`src/rtl/pipe_pkg.sv`:
```
// Shared pipeline definitions: register width, hazard FSM encodings,
// and the hard-wired zero register.
package pipe_pkg;

  localparam int REG_W = 5;

  localparam logic [1:0] HZ_IDLE        = 2'd0;
  localparam logic [1:0] HZ_LOAD_BUBBLE = 2'd1;
  localparam logic [1:0] HZ_JUMP_FLUSH  = 2'd2;

  localparam logic [REG_W-1:0] REG_ZERO = '0;

endpackage

```
`src/rtl/hazard_match.sv`:
```
// Combinational source/destination comparator producing rs1/rs2 hits.
// Ports: valid/uses/rs in, producer wr_reg/wr_en in, hit1/hit2 out.
module hazard_match
  import pipe_pkg::*;
#(
  parameter int W = REG_W
) (
  input  logic         valid,
  input  logic [W-1:0] rs1,
  input  logic [W-1:0] rs2,
  input  logic         uses1,
  input  logic         uses2,
  input  logic [W-1:0] wr_reg,
  input  logic         wr_en,
  output logic         hit1,
  output logic         hit2
);

  logic live;

  // Register zero is hard-wired, so a write to it never produces a value.
  assign live = valid && wr_en && (wr_reg != W'(REG_ZERO));
  assign hit1 = live && uses1 && (wr_reg == rs1);
  assign hit2 = live && uses2 && (wr_reg == rs2);

endmodule

```
`src/rtl/hazard_ctrl.sv`:
```
// Hazard/forwarding controller: load-use bubbles, jump flushes, EX fwd.
// Ports: decode operands, ID/EX producer info in; stall/hold/fwd/state out.
// Optional HAZARD_STATS_EN adds stall_count and fwd_count outputs.
module hazard_ctrl
  import pipe_pkg::*;
#(
  parameter int RW           = REG_W,
  parameter int FLUSH_CYCLES = 2
) (
  input  logic          clk,
  input  logic          reset,
  input  logic          dec_valid,
  input  logic [RW-1:0] dec_rs1,
  input  logic [RW-1:0] dec_rs2,
  input  logic          dec_uses_rs1,
  input  logic          dec_uses_rs2,
  input  logic [RW-1:0] ex_write_reg,
  input  logic          ex_reg_wrenable,
  input  logic          ex_mem_to_reg,
  input  logic          ex_is_jump,
  output logic          should_stall,
  output logic          pc_hold,
  output logic          fwd_a,
  output logic          fwd_b,
  output logic [1:0]    state_o
`ifdef HAZARD_STATS_EN
  ,
  output logic [31:0]   stall_count,
  output logic [31:0]   fwd_count
`endif
);

  localparam logic [2:0] FLUSH_INIT = 3'(FLUSH_CYCLES - 1);

  logic [1:0] state;
  logic [1:0] state_nx;
  logic [2:0] cnt;
  logic [2:0] cnt_nx;
  logic       hit1;
  logic       hit2;

  hazard_match #(.W(RW)) u_match (
    .valid  (dec_valid),
    .rs1    (dec_rs1),
    .rs2    (dec_rs2),
    .uses1  (dec_uses_rs1),
    .uses2  (dec_uses_rs2),
    .wr_reg (ex_write_reg),
    .wr_en  (ex_reg_wrenable),
    .hit1   (hit1),
    .hit2   (hit2)
  );

  always_comb begin
    should_stall = 1'b0;
    pc_hold      = 1'b0;
    fwd_a        = 1'b0;
    fwd_b        = 1'b0;
    state_nx     = state;
    cnt_nx       = cnt;
    unique case (state)
      HZ_JUMP_FLUSH: begin
        should_stall = 1'b1;
        if (cnt != 3'd0) cnt_nx = cnt - 3'd1;
        if (cnt <= 3'd1) state_nx = HZ_IDLE;
      end
      default: begin
        // LOAD_BUBBLE shares IDLE's output rules; the bubble at ID/EX
        // carries no jump or write, so only the forwarding path applies.
        if (ex_is_jump) begin
          should_stall = 1'b1;
          if (state == HZ_IDLE) begin
            cnt_nx   = FLUSH_INIT;
            state_nx = (FLUSH_CYCLES > 1) ? HZ_JUMP_FLUSH : HZ_IDLE;
          end
        end else if (ex_mem_to_reg && (hit1 || hit2)) begin
          should_stall = 1'b1;
          pc_hold      = 1'b1;
          if (state == HZ_IDLE) state_nx = HZ_LOAD_BUBBLE;
        end else begin
          fwd_a = hit1;
          fwd_b = hit2;
        end
        if (state == HZ_LOAD_BUBBLE) state_nx = HZ_IDLE;
      end
    endcase
    if (reset) begin
      should_stall = 1'b0;
      pc_hold      = 1'b0;
      fwd_a        = 1'b0;
      fwd_b        = 1'b0;
      state_nx     = HZ_IDLE;
      cnt_nx       = 3'd0;
    end
  end

  always_ff @(posedge clk) begin
    state <= state_nx;
    cnt   <= cnt_nx;
  end

  assign state_o = state;

`ifdef HAZARD_STATS_EN
  always_ff @(posedge clk) begin
    if (reset) begin
      stall_count <= '0;
      fwd_count   <= '0;
    end else begin
      if (should_stall && (stall_count != 32'hFFFF_FFFF))
        stall_count <= stall_count + 32'd1;
      if ((fwd_a || fwd_b) && (fwd_count != 32'hFFFF_FFFF))
        fwd_count <= fwd_count + 32'd1;
    end
  end
`endif

endmodule
```
`config.mk`:
```
export PLATFORM = sky130hd
export DESIGN_NAME = hazard_ctrl
export DESIGN_NICKNAME = d
export VERILOG_FILES = /design/src/rtl/pipe_pkg.sv /design/src/rtl/hazard_match.sv /design/src/rtl/hazard_ctrl.sv
export SDC_FILE = /design/constraint.sdc
export NUM_CORES = 1
export LEC_CHECK = 0
export CORE_UTILIZATION = 40
export CTS_BUF_LIST = sky130_fd_sc_hd__clkbuf_4 sky130_fd_sc_hd__clkbuf_8 sky130_fd_sc_hd__clkbuf_16
export DETAILED_ROUTE_END_ITERATION = 10
export HOLD_SLACK_MARGIN = 0.15
export PLACE_DENSITY = 0.86
export SLEW_MARGIN = 0
export SYNTH_ARGS = -nofsm -noshare
export SYNTH_HDL_FRONTEND = slang
export SYNTH_HIERARCHICAL = 1
export SYNTH_SLANG_ARGS = --single-unit
```
`constraint.sdc`:
```
create_clock -name clk -period 3.61 [get_ports clk]
set_clock_uncertainty 0.2 [all_clocks]
set_input_delay 0.722 -clock clk [delete_from_list [all_inputs] [get_ports clk]]
set_output_delay 0.722 -clock clk [all_outputs]
set_load 0.02 [all_outputs]
```
======== Yosys cells after proc, flatten, opt, wreduce, memory -nomap -nowiden ========
Cells that the tools add are included.
storage, ports and cells
  logic and storage cells ................. 53
  flip-flop bits (word level) ............. 5
  output and inout port bits .............. 6
cells by class
  equal/unequal tests ..................... 6
  reduce and logical (&&, ||, !) cells .... 17
  $lt $le $gt $ge ......................... 1
  add/sub/neg operators ................... 1
  muxes and demuxes ....................... 26
operator list
  operator                                                               number
  1-bit 2-to-1 mux                                                       15
  2-bit 2-to-1 mux                                                       7
  3-bit 2-to-1 mux                                                       4
  5-bit == test                                                          2
  1-bit logical AND                                                      7
  3-bit AND reduction                                                    2
  3-bit nonzero test                                                     2
  5-bit nonzero test                                                     1
  2-bit inequality test, second input constant                           2
  2-bit nonzero test                                                     2
  4-bit nonzero test                                                     1
  3-bit by 1-bit <= comparator with 1-bit output, second input constant  1
  3-bit by 1-bit subtractor with 3-bit output, second input constant     1
  2-bit by 1-bit == test with 1-bit output, second input constant        1
  2-bit == test, second input constant                                   1
  2-bit logical NOT                                                      1
  1-bit logical OR                                                       1

======== Longest topological paths before layout ========
Gate-level depths: netlist of the first run.
  depth in word-level cells ............... 10
  gate-level depth with buffers ........... 6

======== Modules after synthesis ========
Netlist of the first run, hierarchy kept.
modules (own cells, without submodules)
  module        cells an instance  sequential area each (µm²)  area an instance (µm²)  instances
  hazard_ctrl   48                 100.1                       389.1                   1
  hazard_match  18                 0.0                         137.6                   1

======== Worst setup path before layout of the first run ========
Ideal clock, no wire load.
  kind .................................... input -> output
  start ................................... input port ex_write_reg[3]
  end ..................................... output port should_stall
  arrival ................................. 1.944 ns
  buffers on the path ..................... 0
  stages .................................. 5
  data required time ...................... 2.688 ns
  setup slack ............................. 0.744 ns
  path through ............................ or4_1 o211ai_2 nor3_1 o21ai_0 a21oi_1
between the ends
  longest elaborated chain between the ends .. 10
  elaborated cells between the ends (all ways) .. 14
  classes of those cells .................. eq/ne (2); mux (4); reduce/logical (8)
RTL lines
  item                   RTL line            source
  start: declaration     hazard_ctrl.sv:17   input logic [RW-1:0] ex_write_reg,
  5-bit nonzero test     hazard_match.sv:22  assign live = valid && wr_en && (wr_reg != W'(REG_ZERO));
  1-bit logical AND      hazard_match.sv:22
  1-bit logical AND      hazard_match.sv:23  assign hit1 = live && uses1 && (wr_reg == rs1);
  1-bit logical AND (*)  hazard_match.sv:23
  named net hit1         hazard_ctrl.sv:39   logic hit1;
  1-bit logical OR (*)   hazard_ctrl.sv:76   end else if (ex_mem_to_reg && (hit1 || hit2)) begin
  1-bit logical AND (*)  hazard_ctrl.sv:76
  1-bit 2-to-1 mux (*)   hazard_ctrl.sv:76
  1-bit 2-to-1 mux (*)   hazard_ctrl.sv:70   if (ex_is_jump) begin
  1-bit 2-to-1 mux (*)   hazard_ctrl.sv:61   unique case (state)
  1-bit 2-to-1 mux (*)   hazard_ctrl.sv:87   if (reset) begin
  end: declaration       hazard_ctrl.sv:21   output logic should_stall,
Mark *: on every way through the listed nets, which the timed path passes. The rest lies on a longest branch.

======== Final worst setup path of the first run ========
  start ................................... input port ex_write_reg[3]
  end ..................................... output port should_stall
between the ends
  longest elaborated chain between the ends .. 10
  elaborated cells between the ends (all ways) .. 14
  classes of those cells .................. eq/ne (2); mux (4); reduce/logical (8)
RTL lines
  item                   RTL line            source
  5-bit nonzero test     hazard_match.sv:22
  1-bit logical AND      hazard_match.sv:22
  1-bit logical AND      hazard_match.sv:24  assign hit2 = live && uses2 && (wr_reg == rs2);
  1-bit logical AND (*)  hazard_match.sv:24
  named net hit2         hazard_ctrl.sv:40   logic hit2;
  1-bit logical OR (*)   hazard_ctrl.sv:76
  1-bit logical AND (*)  hazard_ctrl.sv:76
  1-bit 2-to-1 mux (*)   hazard_ctrl.sv:76
  1-bit 2-to-1 mux (*)   hazard_ctrl.sv:70
  1-bit 2-to-1 mux (*)   hazard_ctrl.sv:61
  1-bit 2-to-1 mux (*)   hazard_ctrl.sv:87
Marks and branches as above.

==> run summary, run 1 <==
combinational power share: 0.578
worst r2r path cells: 5
top-area cell type share of the netlist area: 0.190
vias in the first global route: 573
Leak: 0.380 nW
Clock power frac: 0.189
Starting DRT DRC Count: 3
cell taking the most area after synthesis: dfxtp_1
root buf cell: clkbuf_4
CTS Hold Buffers Added: 0
Synth top cells by count: 11 x xnor2_1, 6 x ha_1, 6 x inv_1, 6 x nor2_1, 5 x dfxtp_1
post-layout util: 0.757
clk buf depth: 2
post-synthesis mux area share: 0.0404
sequential power share: 0.232
Adder-Cell Fraction of Synth Area: 0.143
Post-DP HPWL: 1080 um
total power divided by cell area: 440 mW/mm^2
post-synthesis register bit count: 5
antenna-violating nets left: 0
largest net degree at the start of global routing: 11
Setup CP Type: in2out
Max FO, Critical Path: 3
syn avg cell area: 7.98 um^2
clk_lat worst skew: 0.24 ns
CP max-delay cell: or4_1
worst rel slew slack: 0.788
Placed Area: 862 um^2
die footprint: 0.00147 mm^2
switch share: 0.394
RSZ-0062 raised after global routing: false
All-Layer GR Usage: 0.210
n_diodes: 0
switching pwr: 0.154 mW
Setup Viol. Count Final: 0
Wirelength per Cell: 10.8 um
largest family of logic cells by synthesized area: simple AND/OR/NAND/NOR gates
Core Region: 0.00117 mm^2
design area: 887 um^2
# DRC: 0
f_max: 300 MHz
hold-critical path depth: 2
Synth cell types: 25
Slowest Stage Delay on Critical Path: 0.54 ns
CTS tree: built
Congestion Overflow GR: 0
IO Count: 29
Seq/Total Area, Yosys: 0.190
crit start category: input pin
cell-internal power: 0.237 mW
Post-synth top flop: dfxtp_1
Die Span Y: 38.3 um
Compound-Gate Fraction of Synth Area: 0.152
number of cell rows: 12
Synth area leaders: dfxtp_1 19%, xnor2_1 18%, ha_1 14%
Die X: 38.3 um
cell chain of the critical path: clkdlybuf4s50_1 -> or4_1 -> o211ai_2 -> nor3_1 -> o21ai_1 -> a21oi_1 -> clkbuf_2
run status: finished clean
Hold Fails Final Rpt: 0
Final Critical Period: 3.33 ns
initial antenna violation count: 0
RD Place Congestion: 0.747
H-tree depth: 1
initial core utilization: 0.450
routed via count: 592
Worst-Margin Slew: 0.318 ns
xor and xnor area share after synthesis: 0.183
crit path buf inv count: 2
post-CTS setup buffers: 0
Mapped Cells: 66
P&R area growth vs syn: 68.4%
first-pass iteration count of the detailed router: 4
critical path arrival: 2.41 ns
count leader, synth: xnor2_1
Post-synth ARST share: 0
Hold Path Class: reg2reg
number of synthesized flops with an enable pin: 0
Post-Syn Area: 527 um^2
Ys Warns: 6
clock slew at reported path FFs: 0.04 ns
fin nets: 133
maximum VDD drop: 0.201 mV
layout cell share with drive strength beyond 1: 0.146
# clock sinks: 5
CP top delay family: simple AND/OR/NAND/NOR gates
final critical-path share of the clock period: 0.923
via-per-instance ratio: 5.06
Syn Nets: 95
TritonCTS Buffers: 3
Synth Area in Simple Gates: 0.221
Slew Limit Fails: 0
IO buf count: 28
Worst setup EP type: primary output
fillers: 97
max-cap violations: 0
stages on the worst setup path: 7
total routed wirelength: 1270 um
first-pass GRT wire length: 2200 um
Setup TNS: 0 ns
WP data required: 2.69 ns
[path summary, 6_finish.rpt]
kind                                 startpoint      endpoint  slack [ns]
worst min-delay path                 state_o[0]    state_o[0]        0.32
worst max-delay path            ex_write_reg[3]  should_stall        0.28
worst max register to register       state_o[0]        cnt[1]        1.84
worst min register to register       state_o[0]    state_o[0]        0.32
[metrics by stage]
step	hold slack, ns	cells	worst slack, ns	power (mW)
after floorplan	0.295	66	0.744	0.244
after global placement	0.301	113	-0.170	0.311
after detailed placement	0.312	113	-0.213	0.319
after CTS	0.322	117	0.0497	0.395
after global routing	0.365	117	0.0882	0.431
final	0.317	117	0.277	0.390
[worst reg2reg max path: cells and delay by family (launching register included)]
| family | cells | cell delay (ns) |
|---|---|---|
| mux | 1 | 0.36 |
| flops | 1 | 0.34 |
| fa+ha+maj | 1 | 0.34 |
| compound gates | 1 | 0.31 |
| buf+inv | 1 | 0.09 |
| simple gates | 1 | 0.07 |
[registers in the layout (all words and copies together), names as in the netlist]
| signal | cells |
|---|---|
| cnt | 3 |
| state_o | 2 |
[metal layers]
layer | vias to the layer above | part of all wire | global-route usage
met5 | - | 0 | 0
met1 | 261 | 0.42 | 0.225
met2 | 28 | 0.48 | 0.377
met3 | 0 | 0.099 | 0.0640
met4 | 0 | 0 | 0.0804
li1 | 303 | - | -
[cell usage in the layout, fill, tap and decap left out, drive strengths merged, types with 3 or more instances in the layout]
cell	instances
clkbuf	6
nor2	6
ha	6
o211ai	3
xnor2	11
dfxtp	5
nand2	4
nor3	4
buf	7
clkdlybuf4s50	24
inv	6
[cells by family (layout without fill, tap and decap cells)]
| family | count (synthesis) | after routing |
|---|---|---|
| xor gates and xnor gates | 11 | 11 |
| and+or+nand+nor | 23 | 23 |
| AOI/OAI and AO/OA | 11 | 11 |
| adders and majority gates | 6 | 6 |
| DFF | 5 | 5 |
| buffers and inverters | 8 | 45 |
| muxes | 2 | 2 |
[repair_timing]
action                                  4_1_cts  5_1_grt
endpoints found under the hold margin         0        0
pin swaps                                     0        1
resized for setup                             3        7
endpoints found under the setup margin        2        4
[area by class of cell]
cell class | instances | area, um^2 | area share
tap | 14 | 17.5 | 0.0197
clock buffer | 4 | 30.0 | 0.0339
sequential | 5 | 100 | 0.113
multi-input combinational | 53 | 389 | 0.439
timing repair buffer | 35 | 328 | 0.370
inverter | 6 | 22.5 | 0.0254
[power groups by stage]
stage	Clock [mW]	Sequential, mW	Combinational, mW
floorplan	0	0.100	0.144
global route	0.0806	0.0927	0.257
global placement	0	0.0899	0.221
detailed placement	0	0.0911	0.228
CTS	0.0760	0.0903	0.229
finish	0.0738	0.0906	0.226
No activity file was read; power rests on OpenSTA's default activity.
==> run 2: changes to the inputs <==
--- a/config.mk
+++ b/config.mk
@@ -8,8 +8,8 @@
 export CORE_UTILIZATION = 40
 export CTS_BUF_LIST = sky130_fd_sc_hd__clkbuf_4 sky130_fd_sc_hd__clkbuf_8 sky130_fd_sc_hd__clkbuf_16
 export DETAILED_ROUTE_END_ITERATION = 10
-export HOLD_SLACK_MARGIN = 0.15
 export PLACE_DENSITY = 0.86
+export RECOVER_POWER = 25
 export SLEW_MARGIN = 0
 export SYNTH_ARGS = -nofsm -noshare
 export SYNTH_HDL_FRONTEND = slang
==> run 2 against run 1 <==
- sequential share of layout area is the same
- worst setup slack did not move
- register-to-register slack is essentially flat
- final area is the same
- routed wire length is the same
- largest cell class unchanged
- cell count stayed put
- die area did not move
- global-route usage unchanged
==> run summary, run 2 (synthesis gave the netlist of run 1 again) <==
fillers: 97
first-pass GRT wire length: 2200 um
FF-to-FF End: cnt[1]
# DRC: 0
Die X: 38.3 um
Congestion Overflow GR: 0
commonest non-fill, non-tap cell in the layout: clkdlybuf4s50_1
Hold Path Sink: state_o[0]
crit start category: input pin
CTS tree: built
total routed wirelength: 1270 um
Final Critical Period: 3.33 ns
Multi-input gate area: 389 um^2
R2R setup slack: 1.84 ns
Hold Fails Final Rpt: 0
vias in the first global route: 573
largest net degree at the start of global routing: 11
final critical-path share of the clock period: 0.923
DP Worst Slack: -0.213 ns
via-per-instance ratio: 5.06
H-tree depth: 1
FF/Latch Area: 100 um^2
die footprint: 0.00147 mm^2
routed via count: 592
# clock sinks: 5
Starting DRT DRC Count: 3
Placed Area: 862 um^2
initial core utilization: 0.450
antenna-violating nets left: 0
Die Span Y: 38.3 um
WP data required: 2.69 ns
max reg flops: 3
Core Region: 0.00117 mm^2
post-layout util: 0.757
TritonCTS Buffers: 3
layout cell share with drive strength beyond 1: 0.146
Hold WS: 0.317 ns
fin nets: 133
Slew Limit Fails: 0
CTS Hold Buffers Added: 0
post-CTS setup buffers: 0
n_diodes: 0
RD Place Congestion: 0.747
All-Layer GR Usage: 0.210
design area: 887 um^2
root buf cell: clkbuf_4
Max FO, Critical Path: 3
IO Count: 29
run status: finished clean
maximum VDD drop: 0.201 mV
clock slew at reported path FFs: 0.04 ns
Worst-Margin Slew: 0.318 ns
total power divided by cell area: 440 mW/mm^2
Wirelength per Cell: 10.8 um
Leak: 0.380 nW
max-cap violations: 0
RSZ-0062 raised after global routing: false
clk buf depth: 2
initial antenna violation count: 0
clk_lat worst skew: 0.24 ns
first-pass iteration count of the detailed router: 4
Final Power: 0.390 mW
worst rel slew slack: 0.788
reg2reg start: state_o[0]
Post-DP HPWL: 1080 um
number of cell rows: 12
worst r2r path cells: 5
f_max: 300 MHz
PnR worst setup slack: 0.277 ns
critical path arrival: 2.41 ns
P&R area growth vs syn: 68.4%
Reg with most FFs: cnt
Hold Path Class: reg2reg
IO buf count: 28
Setup Viol. Count Final: 0
hold-critical path depth: 2
hold path start: state_o[0]
Setup CP Type: in2out
Worst setup EP type: primary output
most frequent cells in the layout: 23 x clkdlybuf4s50_1, 11 x xnor2_1, 7 x buf_4
[run 2: changes by cell type in the layout (fill, tap and decap cells not counted), sizes merged]
cell and delta:
clkdlybuf4s50 -1, dlygate4sd3 +1
[run 2: per-stage QoR]
step | instances | setup TNS [ns]
2_1_floorplan | 66 | 0
3_3_place_gp | 113 | -0.314
3_5_place_dp | 113 | -0.410
4_1_cts | 117 | 0
5_1_grt | 117 | 0
6_report | 117 | 0
[run 2: final cells by class]
class | count | share of cell area
Timing Repair Buffer | 35 | 0.370
Inverter | 6 | 0.0254
Clock buffer | 4 | 0.0339
Sequential cell | 5 | 0.113
Multi-Input combinational cell | 53 | 0.439
Tap cell | 14 | 0.0197
[run 2: layer usage]
layer,routed length [um],up-vias,GRT usage
met4,0,0,0.0804
met3,125,0,0.0640
met2,605,28,0.377
met5,0,-,0
li1,-,303,-
met1,535,261,0.225
[run 2: how the worst max path moves through the flow]
stage / startpoint / end / slack, ns / cells past startpoint
6_report: ex_write_reg[3] / should_stall / 0.28 / 7
5_1_grt: ex_write_reg[3] / pc_hold / 0.09 / 8
4_1_cts: ex_write_reg[3] / fwd_b / 0.05 / 6
3_5_place_dp: ex_write_reg[3] / should_stall / -0.21 / 7
3_3_place_gp: ex_write_reg[3] / should_stall / -0.17 / 7
2_1_floorplan: ex_write_reg[3] / should_stall / 0.74 / 5
[run 2: critical path: stages]
cell and delay (ns):
clkdlybuf4s50_1 0.42, or4_1 0.54, o211ai_2 0.18, nor3_1 0.09, o21ai_1 0.21, a21oi_1 0.10
clkbuf_2 0.16
[run 2: repair_timing]
item / 4_1_cts / 5_1_grt
pin swaps: 0 / 1
endpoints found under the setup margin: 2 / 4
resized for setup: 3 / 7
[run 2: where the power goes]
group	total, mW	internal (mW)	switching, mW
combinational	0.225	0.114	0.112
clock	0.0738	0.0494	0.0244
sequential	0.0906	0.0735	0.0172
total	0.390	0.236	0.154
==> run 3: changes to the inputs <==
--- a/config.mk
+++ b/config.mk
@@ -8,10 +8,9 @@
 export CORE_UTILIZATION = 40
 export CTS_BUF_LIST = sky130_fd_sc_hd__clkbuf_4 sky130_fd_sc_hd__clkbuf_8 sky130_fd_sc_hd__clkbuf_16
 export DETAILED_ROUTE_END_ITERATION = 10
-export PLACE_DENSITY = 0.86
+export PLACE_DENSITY_LB_ADDON = 0.1
 export RECOVER_POWER = 25
 export SLEW_MARGIN = 0
 export SYNTH_ARGS = -nofsm -noshare
 export SYNTH_HDL_FRONTEND = slang
-export SYNTH_HIERARCHICAL = 1
 export SYNTH_SLANG_ARGS = --single-unit
==> run 3 against run 2 <==
- sequential share of layout area fell by 0.079 points
- first-iteration DRC count rose to 2.7 times the previous value
- synthesized cell count did not move
- highest routed layer unchanged
- sequential power rose by 0.4%
- die area rose by 1.1%
- critical path type unchanged
- final area rose by 0.71%
- routed wire length fell by 2.1%
==> run summary, run 3 <==
syn avg cell area: 8.08 um^2
fin nets: 133
post-synthesis register bit count: 5
max-cap violations: 0
first-pass GRT wire length: 2130 um
worst rel slew slack: 0.709
Post-synth ARST share: 0
number of synthesized flops with an enable pin: 0
crit start category: input pin
DP Worst Slack: -0.144 ns
CTS tree: built
post-CTS setup buffers: 0
CTS Hold Buffers Added: 0
All-Layer GR Usage: 0.209
Starting DRT DRC Count: 8
clk buf depth: 2
vias in the first global route: 554
RD Place Congestion: 0.787
IO buf count: 28
Core Region: 0.00117 mm^2
Mapped Cells: 66
layout cell share with drive strength beyond 1: 0.146
Final Critical Period: 3.49 ns
Setup Viol. Count Final: 0
Syn Nets: 95
Worst setup EP type: primary output
P&R area growth vs syn: 67.6%
H-tree depth: 1
Setup CP Type: in2out
Final Power: 0.421 mW
met1 GRT Util: 0.255
maximum VDD drop: 0.352 mV
Die Span Y: 38.5 um
count leader, synth: nor2_1
# DRC: 0
TritonCTS Buffers: 3
GRT busiest layer: met2
final critical-path share of the clock period: 0.965
Synth top cells by count: 9 x nor2_1, 8 x xor2_1, 6 x ha_1, 6 x inv_1, 6 x nor3_1
top-area cell type share of the netlist area: 0.188
run status: finished clean
M2 GR Usage: 0.346
Max FO, Critical Path: 3
Hold Fails Final Rpt: 0
n_diodes: 0
Post-DP HPWL: 1070 um
Worst-Margin Slew: 0.432 ns
Post-synth top flop: dfxtp_1
IO Count: 29
Slew Limit Fails: 0
Seq/Total Area, Yosys: 0.188
WP data required: 2.69 ns
Leak: 0.380 nW
fillers: 102
clock slew at reported path FFs: 0.04 ns
# resized after CTS: 4
# clock sinks: 5
Post-Syn Area: 533 um^2
antenna-violating nets left: 0
RSZ-0062 raised after global routing: false
PnR worst setup slack: 0.125 ns
critical path arrival: 2.56 ns
number of cell rows: 12
Wirelength per Cell: 10.6 um
most frequent cells in the layout: 23 x clkdlybuf4s50_1, 9 x nor2_1, 8 x xor2_1
cell taking the most area after synthesis: dfxtp_1
root buf cell: clkbuf_4
Congestion Overflow GR: 0
Die X: 38.5 um
clk_lat worst skew: 0.25 ns
Reg with most FFs: cnt
initial core utilization: 0.455
via-per-instance ratio: 4.86
first-pass iteration count of the detailed router: 4
Hold Path Class: reg2reg
grt met3 use: 0.105
die footprint: 0.00148 mm^2
total routed wirelength: 1240 um
f_max: 287 MHz
Synth area leaders: dfxtp_1 19%, ha_1 14%, xor2_1 13%
initial antenna violation count: 0
commonest non-fill, non-tap cell in the layout: clkdlybuf4s50_1
total power divided by cell area: 471 mW/mm^2
routed via count: 569
Ys Warns: 0
max reg flops: 3
largest net degree at the start of global routing: 8
Synth cell types: 25
[run 3: changes by cell type after synthesis, moves of 2 or more]
cell and change:
nor3_1 +2, xnor2_1 -8, nand4_1 -2, or4_1 -2, nand4_2 +2, nor2_1 +3
o211ai_1 -2, xor2_1 +8, and2_1 -2, or3_1 +2
[run 3: critical path, stage by stage]
cell and delay, ns:
clkdlybuf4s50_1 0.47, xor2_1 0.19, nor4_1 0.35, nand4_2 0.15, a21o_1 0.21, a21oi_1 0.13
dlygate4sd2_1 0.34
[run 3: area by class of cell]
type | instances | area (um^2) | share of cell area
tap | 14 | 17.5 | 0.0196
timing repair buffer | 33 | 313 | 0.350
clock buffer | 4 | 30.0 | 0.0336
multi-input combinational | 55 | 410 | 0.459
sequential | 5 | 100 | 0.112
inverter | 6 | 22.5 | 0.0252
[run 3: final timing paths]
path                        start            to  slack (ns)  cells past startpoint
setup reg to reg       state_o[0]        cnt[1]        1.75                      5
hold / removal             cnt[0]        cnt[0]        0.33                      1
setup / recovery  ex_write_reg[3]  should_stall        0.12                      7
hold reg to reg            cnt[0]        cnt[0]        0.33                      1
[run 3: per-stage QoR]
stage | instances | hold slack [ns] | utilization | TNS, ns | cell area [um^2]
after floorplan | 66 | 0.284 | - | 0 | 533
after global placement | 113 | 0.303 | 0.741 | -0.350 | 868
after detailed placement | 113 | 0.320 | 0.741 | -0.468 | 868
after CTS | 117 | 0.330 | 0.763 | 0 | 893
after global routing | 117 | 0.343 | 0.763 | 0 | 893
final | 117 | 0.327 | 0.763 | 0 | 893
[run 3: power by group]
part	leakage [nW]	internal, mW	switching, mW
logic	0.320	0.124	0.132
registers	0.0409	0.0733	0.0177
clock network	0.0184	0.0494	0.0250
total	0.380	0.247	0.175
[run 3: routing by layer]
layer | routed length, um | share of wire
met1 | 609 | 0.49
met2 | 558 | 0.45
met3 | 73 | 0.059
met4 | 0 | 0
met5 | 0 | 0
[run 3: logic make-up after synthesis]
kind of cell    count (synthesis)  share of synthesized area
simple gates                   27                      0.277
mux                             1                     0.0211
buf+inv                         6                     0.0423
xor+xnor                       11                      0.181
flops                           5                      0.188
fa+ha+maj                       6                      0.141
compound gates                 10                      0.150
